### config.mk
export PLATFORM = sky130hd
export DESIGN_NAME = alu_op_sequencer_flat
export DESIGN_NICKNAME = d
export VERILOG_FILES = /design/src/rtl/alu_op_sequencer_if.sv /design/src/rtl/alu_op_sequencer.sv /design/src/flat_wrapper.sv
export SDC_FILE = /design/constraint.sdc
export NUM_CORES = 1
export LEC_CHECK = 0
export CORE_MARGIN = 1.5
export CORE_UTILIZATION = 30
export CTS_CLUSTER_DIAMETER = 80
export DETAILED_ROUTE_END_ITERATION = 10
export GPL_TIMING_DRIVEN = 0
export HOLD_SLACK_MARGIN = 0.1
export PLACE_DENSITY = 0.59
export SYNTH_ARGS = -nofsm -noshare
export SYNTH_HDL_FRONTEND = slang
export SYNTH_SLANG_ARGS = --single-unit
### constraint.sdc
create_clock -name clk -period 4.7 [get_ports clk]
set_clock_uncertainty 0.1 [all_clocks]
set_input_delay 0.94 -clock clk [delete_from_list [all_inputs] [get_ports clk]]
set_output_delay 0.94 -clock clk [all_outputs]
set_load 0.01 [all_outputs]
### src/rtl/alu_op_sequencer_if.sv
// Command, ALU operand/control and response signals of the ALU op sequencer.
//   master : the sequencer (accepts commands, drives the ALU, issues responses)
//   slave  : the environment (issues commands, models the ALU, consumes responses)
interface alu_op_sequencer_if;
    logic       cmd_valid;
    logic       cmd_ready;
    logic [3:0] cmd_op;
    logic [7:0] cmd_a;
    logic [7:0] cmd_b;
    logic       cmd_use_acc;

    logic [7:0] alu_a;
    logic [7:0] alu_b;
    logic [3:0] alu_ctrl;
    logic [7:0] alu_result;
    logic       alu_zero;
    logic       alu_overflow;
    logic       alu_carry;

    logic       rsp_valid;
    logic       rsp_ready;
    logic [7:0] rsp_result;
    logic [2:0] rsp_flags;
    logic       rsp_err;

    modport master (
        input  cmd_valid, cmd_op, cmd_a, cmd_b, cmd_use_acc,
        output cmd_ready,
        output alu_a, alu_b, alu_ctrl,
        input  alu_result, alu_zero, alu_overflow, alu_carry,
        output rsp_valid, rsp_result, rsp_flags, rsp_err,
        input  rsp_ready
    );

    modport slave (
        output cmd_valid, cmd_op, cmd_a, cmd_b, cmd_use_acc,
        input  cmd_ready,
        input  alu_a, alu_b, alu_ctrl,
        output alu_result, alu_zero, alu_overflow, alu_carry,
        input  rsp_valid, rsp_result, rsp_flags, rsp_err,
        output rsp_ready
    );
endinterface

### src/rtl/alu_op_sequencer.sv
// Command-side initiator for the 8-bit ALU. Accepts one command at a time,
// drives registered operands/opcode to the ALU, waits ALU_LAT cycles, then
// captures result and flags into a held response. Keeps an accumulator that
// can replace operand A for chained operations.
// Ports:
//   clk, rst_n : system clock, async active-low reset
//   bus        : command / ALU / response signals (master side)
//   acc        : accumulator (last legal completed result)
//   op_count   : number of completed legal operations (wraps)
//
// state | meaning
// IDLE  | ready for a command (cmd_ready=1 once out of reset)
// ISSUE | ALU inputs held, settle counter running
// RESP  | response held until rsp_valid && rsp_ready
module alu_op_sequencer #(
    parameter int unsigned ALU_LAT = 1,
    parameter int unsigned CNT_W   = 16
) (
    input  logic               clk,
    input  logic               rst_n,
    alu_op_sequencer_if.master bus,
    output logic [7:0]         acc,
    output logic [CNT_W-1:0]   op_count
);
    typedef enum logic [1:0] {IDLE = 2'd0, ISSUE = 2'd1, RESP = 2'd2} state_t;

    localparam logic [3:0] LAT_LOAD = 4'(ALU_LAT);
    localparam logic [3:0] OP_MAX   = 4'hA;

    state_t           state_q, state_d;
    logic [3:0]       cnt_q, cnt_d;
    logic [7:0]       alu_a_q, alu_a_d;
    logic [7:0]       alu_b_q, alu_b_d;
    logic [3:0]       alu_ctrl_q, alu_ctrl_d;
    logic             rsp_valid_q, rsp_valid_d;
    logic [7:0]       rsp_result_q, rsp_result_d;
    logic [2:0]       rsp_flags_q, rsp_flags_d;
    logic             rsp_err_q, rsp_err_d;
    logic [7:0]       acc_q, acc_d;
    logic [CNT_W-1:0] op_count_q, op_count_d;
    // Holds cmd_ready low until the first clock after reset release.
    logic             run_q;
    logic             cmd_ready;

    always_ff @(posedge clk or negedge rst_n) begin
        if (!rst_n) begin
            state_q      <= IDLE;
            cnt_q        <= '0;
            alu_a_q      <= '0;
            alu_b_q      <= '0;
            alu_ctrl_q   <= '0;
            rsp_valid_q  <= 1'b0;
            rsp_result_q <= '0;
            rsp_flags_q  <= '0;
            rsp_err_q    <= 1'b0;
            acc_q        <= '0;
            op_count_q   <= '0;
            run_q        <= 1'b0;
        end else begin
            state_q      <= state_d;
            cnt_q        <= cnt_d;
            alu_a_q      <= alu_a_d;
            alu_b_q      <= alu_b_d;
            alu_ctrl_q   <= alu_ctrl_d;
            rsp_valid_q  <= rsp_valid_d;
            rsp_result_q <= rsp_result_d;
            rsp_flags_q  <= rsp_flags_d;
            rsp_err_q    <= rsp_err_d;
            acc_q        <= acc_d;
            op_count_q   <= op_count_d;
            run_q        <= 1'b1;
        end
    end

    assign cmd_ready = run_q && (state_q == IDLE);

    always_comb begin
        state_d      = state_q;
        cnt_d        = cnt_q;
        alu_a_d      = alu_a_q;
        alu_b_d      = alu_b_q;
        alu_ctrl_d   = alu_ctrl_q;
        rsp_valid_d  = rsp_valid_q;
        rsp_result_d = rsp_result_q;
        rsp_flags_d  = rsp_flags_q;
        rsp_err_d    = rsp_err_q;
        acc_d        = acc_q;
        op_count_d   = op_count_q;
        case (state_q)
            IDLE: begin
                if (bus.cmd_valid && cmd_ready) begin
                    if (bus.cmd_op <= OP_MAX) begin
                        alu_a_d    = bus.cmd_use_acc ? acc_q : bus.cmd_a;
                        alu_b_d    = bus.cmd_b;
                        alu_ctrl_d = bus.cmd_op;
                        cnt_d      = LAT_LOAD;
                        state_d    = ISSUE;
                    end else begin
                        // Illegal opcode: the ALU is never touched.
                        rsp_result_d = '0;
                        rsp_flags_d  = 3'b001;
                        rsp_err_d    = 1'b1;
                        rsp_valid_d  = 1'b1;
                        state_d      = RESP;
                    end
                end
            end
            ISSUE: begin
                if (cnt_q == 4'd1) begin
                    rsp_result_d = bus.alu_result;
                    rsp_flags_d  = {bus.alu_carry, bus.alu_overflow, bus.alu_zero};
                    rsp_err_d    = 1'b0;
                    rsp_valid_d  = 1'b1;
                    acc_d        = bus.alu_result;
                    op_count_d   = op_count_q + CNT_W'(1);
                    cnt_d        = '0;
                    state_d      = RESP;
                end else begin
                    cnt_d = cnt_q - 4'd1;
                end
            end
            RESP: begin
                if (bus.rsp_ready) begin
                    rsp_valid_d = 1'b0;
                    state_d     = IDLE;
                end
            end
            default: state_d = IDLE;
        endcase
    end

    assign bus.cmd_ready  = cmd_ready;
    assign bus.alu_a      = alu_a_q;
    assign bus.alu_b      = alu_b_q;
    assign bus.alu_ctrl   = alu_ctrl_q;
    assign bus.rsp_valid  = rsp_valid_q;
    assign bus.rsp_result = rsp_result_q;
    assign bus.rsp_flags  = rsp_flags_q;
    assign bus.rsp_err    = rsp_err_q;
    assign acc            = acc_q;
    assign op_count       = op_count_q;
endmodule

### src/flat_wrapper.sv
// flat-port wrapper written by rule: the top's interface ports become plain ports
module alu_op_sequencer_flat 
#(
    parameter int unsigned ALU_LAT = 1,
    parameter int unsigned CNT_W   = 16
)
  (clk, rst_n, acc, op_count, bus_cmd_valid, bus_cmd_op, bus_cmd_a, bus_cmd_b, bus_cmd_use_acc, bus_cmd_ready, bus_alu_a, bus_alu_b, bus_alu_ctrl, bus_alu_result, bus_alu_zero, bus_alu_overflow, bus_alu_carry, bus_rsp_valid, bus_rsp_result, bus_rsp_flags, bus_rsp_err, bus_rsp_ready);
  alu_op_sequencer_if bus_i ();
  input  logic clk;
  input  logic rst_n;
  output logic [7:0] acc;
  output logic [CNT_W-1:0] op_count;
  input wire logic [$bits(bus_i.cmd_valid)-1:0] bus_cmd_valid;
  input wire logic [$bits(bus_i.cmd_op)-1:0] bus_cmd_op;
  input wire logic [$bits(bus_i.cmd_a)-1:0] bus_cmd_a;
  input wire logic [$bits(bus_i.cmd_b)-1:0] bus_cmd_b;
  input wire logic [$bits(bus_i.cmd_use_acc)-1:0] bus_cmd_use_acc;
  output wire logic [$bits(bus_i.cmd_ready)-1:0] bus_cmd_ready;
  output wire logic [$bits(bus_i.alu_a)-1:0] bus_alu_a;
  output wire logic [$bits(bus_i.alu_b)-1:0] bus_alu_b;
  output wire logic [$bits(bus_i.alu_ctrl)-1:0] bus_alu_ctrl;
  input wire logic [$bits(bus_i.alu_result)-1:0] bus_alu_result;
  input wire logic [$bits(bus_i.alu_zero)-1:0] bus_alu_zero;
  input wire logic [$bits(bus_i.alu_overflow)-1:0] bus_alu_overflow;
  input wire logic [$bits(bus_i.alu_carry)-1:0] bus_alu_carry;
  output wire logic [$bits(bus_i.rsp_valid)-1:0] bus_rsp_valid;
  output wire logic [$bits(bus_i.rsp_result)-1:0] bus_rsp_result;
  output wire logic [$bits(bus_i.rsp_flags)-1:0] bus_rsp_flags;
  output wire logic [$bits(bus_i.rsp_err)-1:0] bus_rsp_err;
  input wire logic [$bits(bus_i.rsp_ready)-1:0] bus_rsp_ready;
  assign bus_i.cmd_valid = bus_cmd_valid;
  assign bus_i.cmd_op = bus_cmd_op;
  assign bus_i.cmd_a = bus_cmd_a;
  assign bus_i.cmd_b = bus_cmd_b;
  assign bus_i.cmd_use_acc = bus_cmd_use_acc;
  assign bus_cmd_ready = bus_i.cmd_ready;
  assign bus_alu_a = bus_i.alu_a;
  assign bus_alu_b = bus_i.alu_b;
  assign bus_alu_ctrl = bus_i.alu_ctrl;
  assign bus_i.alu_result = bus_alu_result;
  assign bus_i.alu_zero = bus_alu_zero;
  assign bus_i.alu_overflow = bus_alu_overflow;
  assign bus_i.alu_carry = bus_alu_carry;
  assign bus_rsp_valid = bus_i.rsp_valid;
  assign bus_rsp_result = bus_i.rsp_result;
  assign bus_rsp_flags = bus_i.rsp_flags;
  assign bus_rsp_err = bus_i.rsp_err;
  assign bus_i.rsp_ready = bus_rsp_ready;
  alu_op_sequencer #(.ALU_LAT(ALU_LAT), .CNT_W(CNT_W)) u_core (.clk(clk), .rst_n(rst_n), .bus(bus_i), .acc(acc), .op_count(op_count));
endmodule
==> metrics, run 1 <==
status=completed; I/O Pins=94; maximum vdd drop=0.260 mV; Final setup viols=0; share of cells above drive strength 1=a little under a tenth; Critical Path Source=u_core.state_q[0]$_DFFE_PN0P_; top area cells in the synthesized netlist=dfrtp_1 57%, nand2_1 4.4%, mux2_2 4.4%; synth cell count leaders=64 x dfrtp_1, 33 x nand2_1, 12 x a21oi_1, 12 x nor2_1, 12 x xnor2_1; TritonCTS clock tree=built; Via density=4.76; sequential element share of the synthesized area=roughly 57%; Initial Util=between 30 and 40%; ys async rst share=100%; ant diodes=0; synth warn=0; first-pass GRT wire length=about 11000 µm; Die Span Y=99.5 µm; initial antenna violation count=0; reg2reg setup slack=roughly 2300 ps; Final #Nets=slightly below 400; die width=around 100 µm; crit end category=output pin; Root Buffer=clkbuf_8; gr ovfl total=0; final hold viol count=0; CTS clk-pin slew, worst paths=~80 ps; final RePlAce weighted congestion=about 0.74; wire length per cell=14.4 µm; Synth Instances=around 250; CP max FO=10; Crit Path Class=reg2out; largest net degree at the start of global routing=between 60 and 70; main flop type after synthesis=dfrtp_1; core area=approximately 9200 µm²; DP Wirelength=a little under 5000 µm; fin crit share=approximately 60%; dpl ws=about 1500 ps; mux cell area share after synthesis=under 10%; Post-Syn Area=2800 µm²; clk_lat worst skew=340 ps; Post-Synth Adder-Cell Area=2.69%; overall power=~2.5 mW; Rel. slew slack=around 46%; minimum clock period=approximately 2900 ps; post-synthesis simple-gate area fraction=a little over an eighth; Req. time, crit path=around 3700 ps; Final WS setup=around 1800 ps; CTS sink count=64; vias in the first global route=~2.2k; Yosys top cell by area=dfrtp_1; Pleak=between 1.5 and 2 nW; compound-gate portion of the synthesized area=between 10% and 20%; Post-Route WL=around 6700 µm; DR vias=around 2.2k; max cap viols=0; Post-CTS Resized=0; Clock Path Buffers=2; Die Area=between 9000 and 10000 µm²; post-synth top area share=57.3%; number of routed nets with antenna violations=0; most common cell in the netlist=dfrtp_1; largest family of logic cells by synthesized area=simple AND/OR/NAND/NOR gates; critical path arrival=1830 ps; P&R area growth vs syn=46.6%; HP Start=u_core.op_count[15]$_DFFE_PN0P_; Detailed Route Iter0 Violations=between 70 and 80; crit path launch type=register; cell row count=35; xor-xnor portion of the synthesized cell area=4.70%; Fin Setup TNS=0 ps; I/O Buffers=92; number of flops mapped to enable cells by yosys=0; Final Core Density=between 40% and 50%; placed cell area=slightly below 4000 µm²; final hold slack=about 370 ps; Design Area, Final=4100 µm²; htree depth=3; CTS Hold Bufs=0; remaining design rule violation count=0; All-Layer GR Usage=14.6%; postcts setup bufs=0; Worst Hold Class=reg2reg; Worst Max-Slew Pin Slew=approximately 820 ps; RSZ-0062 raised after global routing=false; Syn Area/Cell=11.3 µm²; post-synthesis sequential element count=64; final count of pins violating max slew=0; CTS buffer count=9; Distinct cells, synth=43; syn nets=289; PwrDens=around 600 nW/µm²; Placed Cells=450; Layout Cells excl Fill=466; reg-to-reg startpoint=u_core.state_q[0]$_DFFE_PN0P_; 1st-pass router iterations=4; Max Freq=around 350 MHz
flip-flops by register name, indices dropped and copies added (netlist names):
register               count
u_core.op_count           16
u_core.acc                 8
u_core.bus.alu_a           8
u_core.bus.alu_b           8
u_core.bus.rsp_result      8
u_core.bus.alu_ctrl        4
u_core.cnt_q               4
u_core.bus.rsp_flags       3
u_core.state_q             2
u_core.bus.rsp_err         1
u_core.bus.rsp_valid       1
u_core.run_q               1
worst max-delay path: stages (launching register included):
cell and delay (ps):
dfrtp_1 390, inv_1 100, ha_1 140, buf_2 180, and2_1 150, clkdlybuf4s50_1 530
routing by layer:
| metal | GRT usage [%] | vias up | wire, µm |
|---|---|---|---|
| met2 | 22.2 | 73 | 3000 |
| li1 | - | 1082 | - |
| met5 | 0 | - | 0 |
| met3 | 3.23 | 10 | 319 |
| met4 | 6.50 | 0 | 137 |
| met1 | 19.9 | 1051 | 3270 |
cell usage in the layout, fill, tap and decap left out, types with 2 or more instances in the layout:
master           netlist  layout
clkdlybuf4s50_1        0      91
dfrtp_1               64      64
nand2_1               33      33
a21oi_1               12      12
nor2_1                12      12
xnor2_1               12      12
mux2_2                11      11
mux2i_1               10      10
clkbuf_8               0      10
inv_1                  9       9
nand3_1                9       9
and3_1                 8       8
clkbuf_1               6       7
o21ai_0                7       7
a32o_1                 7       7
ha_1                   6       6
buf_2                  4       4
nand4_1                3       3
xor2_1                 3       3
bufinv_16              0       3
and2_1                 2       2
nor4_1                 2       2
nor2b_1                2       2
a22o_1                 2       2
o2bb2ai_1              2       2
path summary, 6_finish.rpt:
check / cells after the start / endpoint
worst max register to register: 7 / u_core.bus.alu_b[6]$_DFFE_PN0P_
worst min register to register: 1 / u_core.op_count[15]$_DFFE_PN0P_
worst min-delay path: 1 / u_core.op_count[15]$_DFFE_PN0P_
worst max-delay path: 5 / bus_cmd_ready
min in group asynchronous: 1 / u_core.bus.alu_a[6]$_DFFE_PN0P_
max in group asynchronous: 1 / u_core.bus.alu_b[4]$_DFFE_PN0P_
cells by family after synthesis:
group / after synthesis
multiplexers: 21
AO/OA/AOI/OAI: 42
buffers and inverters: 20
adder cells (fa/ha/maj): 6
AND/OR/NAND/NOR: 78
flip-flops: 64
other: 1
XOR/XNOR: 15
final cells by class:
type | instances | area, µm²
Clock buffer | 11 | 141
Multi-Input combinational cell | 163 | 1110
Inverter | 9 | 33.8
Sequential cell | 64 | 1600
Timing Repair Buffer | 92 | 918
Clock inverter | 5 | 104
Tap cell | 111 | 139
Fill cell | 887 | 5050
Buffer | 11 | 46.3
power breakdown:
part | total, mW | leakage, nW | switching (mW) | internal [mW]
Clock | 0.582 | 0.124 | 0.215 | 0.367
Combinational | 1.02 | 0.905 | 0.457 | 0.568
Sequential | 0.904 | 0.804 | 0.144 | 0.760
Total | 2.51 | 1.83 | 0.816 | 1.69
Power figures use the tool's default switching activity.
==> inputs of run 2 (changes only) <==
==> constraint.sdc (replaced) <==
create_clock -name clk -period 3 [get_ports clk]
set_clock_uncertainty 0.1 [all_clocks]
set_input_delay 0.6 -clock clk [delete_from_list [all_inputs] [get_ports clk]]
set_output_delay 0.6 -clock clk [all_outputs]
set_load 0.01 [all_outputs]
==> results of run 2 <==
Same layout as run 1 (identical final DEF). Status: completed.
Main changes from that run: setup slack after placement 1540 ps -> 183 ps; setup slack after layout 1830 ps -> 471 ps; hold slack 375 ps -> 247 ps; register-to-register setup slack 2280 ps -> 580 ps; total power 2.51 mW -> 3.93 mW; worst IR drop on VDD 0.260 mV -> 0.408 mV
==> inputs of run 3 (changes only) <==
--- a/config.mk
+++ b/config.mk
@@ -11,7 +11,7 @@
 export DETAILED_ROUTE_END_ITERATION = 10
 export GPL_TIMING_DRIVEN = 0
 export HOLD_SLACK_MARGIN = 0.1
-export PLACE_DENSITY = 0.59
+export PLACE_DENSITY = 0.61
 export SYNTH_ARGS = -nofsm -noshare
 export SYNTH_HDL_FRONTEND = slang
 export SYNTH_SLANG_ARGS = --single-unit
==> constraint.sdc (replaced) <==
create_clock -name clk -period 2.21 [get_ports clk]
set_clock_uncertainty 0.1 [all_clocks]
set_input_delay 0.442 -clock clk [delete_from_list [all_inputs] [get_ports clk]]
set_output_delay 0.442 -clock clk [all_outputs]
set_load 0.01 [all_outputs]
==> run 3 against run 2 <==
Against the previous run: sequential power increased by 36%; sequential share of layout area fell by 0.14 points; non-clock buffer count did not move; first-iteration DRC count rose by 17%; global-route usage down 0.085 points; clock power up 25%; worst setup slack worse by 330 ps; register-to-register slack worse by 430 ps; combinational power rose by 39%; flip-flop and latch count is the same; core utilization grew 0.16 points; critical endpoint unchanged; highest routed layer unchanged.
==> metrics, run 3 (same netlist as run 1, synthesis figures left out) <==
vias in the first global route=about 2.2k; DR vias=~2.2k; most frequent cells in the layout=90 x clkdlybuf4s50_1, 64 x dfrtp_1, 33 x nand2_1; DP Wirelength=roughly 4900 µm; Worst Max-Slew Pin Slew=819 ps; crit end category=output pin; Via density=between 4 and 5; clk_lat worst skew=approximately 340 ps; htree depth=3; Design Area, Final=between 4000 and 5000 µm²; CTS Hold Bufs=0; share of cells above drive strength 1=a little under an eighth; number of routed nets with antenna violations=0; Rel. slew slack=a little under half; Die Area=between 9000 and 10000 µm²; CTS clk-pin slew, worst paths=70 ps; 1st-pass router iterations=4; RSZ-0062 raised after global routing=false; Pleak=1.85 nW; P&R area growth vs syn=47.1%; TritonCTS clock tree=built; final RePlAce weighted congestion=0.720; initial antenna violation count=0; placed cell area=a little under 4000 µm²; final hold viol count=0; final count of pins violating max slew=0; I/O Pins=94; area of the multi-input gates=between 1000 and 1500 µm²; gr ovfl total=0; CTS sink count=64; Initial Util=a little under a third; core area=slightly above 9000 µm²; ant diodes=0; Reg area=1600 µm²; CP max FO=10; minimum clock period=between 2000 and 2500 ps; Root Buffer=clkbuf_8; All-Layer GR Usage=14.5%; wire length per cell=14.7 µm; Final setup viols=0; Largest register FFs=16; maximum vdd drop=~0.66 mV; Detailed Route Iter0 Violations=84; die width=around 100 µm; fin crit share=around 94%; Post-Route WL=6830 µm; Die Span Y=roughly 100 µm; first-pass GRT wire length=approximately 11000 µm; Worst Hold Class=in2async; CTS buffer count=9; I/O Buffers=around 90; final hold slack=roughly 80 ps; crit path launch type=register; remaining design rule violation count=0; Final #Nets=a little under 400; Clock Path Buffers=2; largest net degree at the start of global routing=65; PwrDens=between 1000 and 1500 nW/µm²; commonest non-fill, non-tap cell in the layout=clkdlybuf4s50_1; Req. time, crit path=1670 ps; cell row count=35; Crit Path Class=reg2out; max cap viols=0; Max Freq=between 400 and 500 MHz; critical path arrival=1530 ps; FILL cells=884; status=completed
-- run 3: area by class of cell --
| type | instances | area share [%] |
|---|---|---|
| multi-input combinational | 163 | 27.5 |
| clock inverter | 5 | 1.92 |
| clock buffer | 11 | 3.68 |
| inverter | 9 | 0.821 |
| buffer | 10 | 1.25 |
| timing repair buffer | 93 | 22.5 |
| sequential | 64 | 38.9 |
| tap | 111 | 3.38 |
-- run 3: what timing repair did --
action,4_1_cts,5_1_grt
pin swaps,0,1
endpoints found under the setup margin,22,35
hold endpoints to repair,0,0
resized for setup,3,10
buffers inserted,0,1
-- run 3: metal layers --
metal,GRT usage [%],part of all wire [%],vias to the layer above
met5,0,0,-
met4,4.98,1.1,0
met3,4.22,5.3,7
met2,21.3,44,71
met1,20.3,50,1096
li1,-,-,1074
-- run 3: power by group --
group | internal [mW] | total, mW | switching [mW]
sequential | 1.62 | 1.93 | 0.318
clock | 0.695 | 1.14 | 0.447
combinational | 1.23 | 2.23 | 0.998
-- run 3: per-stage QoR --
stage	worst slack [ps]	TNS, ps	std cells	power, mW	util [%]
floorplan	218	0	247	2.98	-
global placement	-1660	-113070	450	4.13	42.1
detailed placement	-378	-6890	450	4.16	42.1
CTS	68.1	0	466	5.35	44.7
global route	13.6	0	466	5.67	44.9
finish	142	0	466	5.31	44.9
-- run 3: worst max-delay path: stages (launching register included) --
cell and delay (ps):
dfrtp_1 350, inv_1 80, ha_1 200, buf_4 160, and2_1 140, dlygate4sd2_1 280
-- run 3: path summary, 6_finish.rpt --
check	startpoint	to	slack (ps)	cells past startpoint
setup / recovery	u_core.state_q[0]$_DFFE_PN0P_	bus_cmd_ready	140	5
hold / removal	rst_n	u_core.bus.alu_a[5]$_DFFE_PN0P_	80	1
setup reg to reg	u_core.state_q[0]$_DFFE_PN0P_	u_core.bus.rsp_flags[2]$_DFFE_PN0P_	150	7
hold reg to reg	u_core.op_count[15]$_DFFE_PN0P_	u_core.op_count[15]$_DFFE_PN0P_	370	1
max in group asynchronous	rst_n	u_core.op_count[6]$_DFFE_PN0P_	1370	1
min in group clk	u_core.op_count[15]$_DFFE_PN0P_	u_core.op_count[15]$_DFFE_PN0P_	370	1
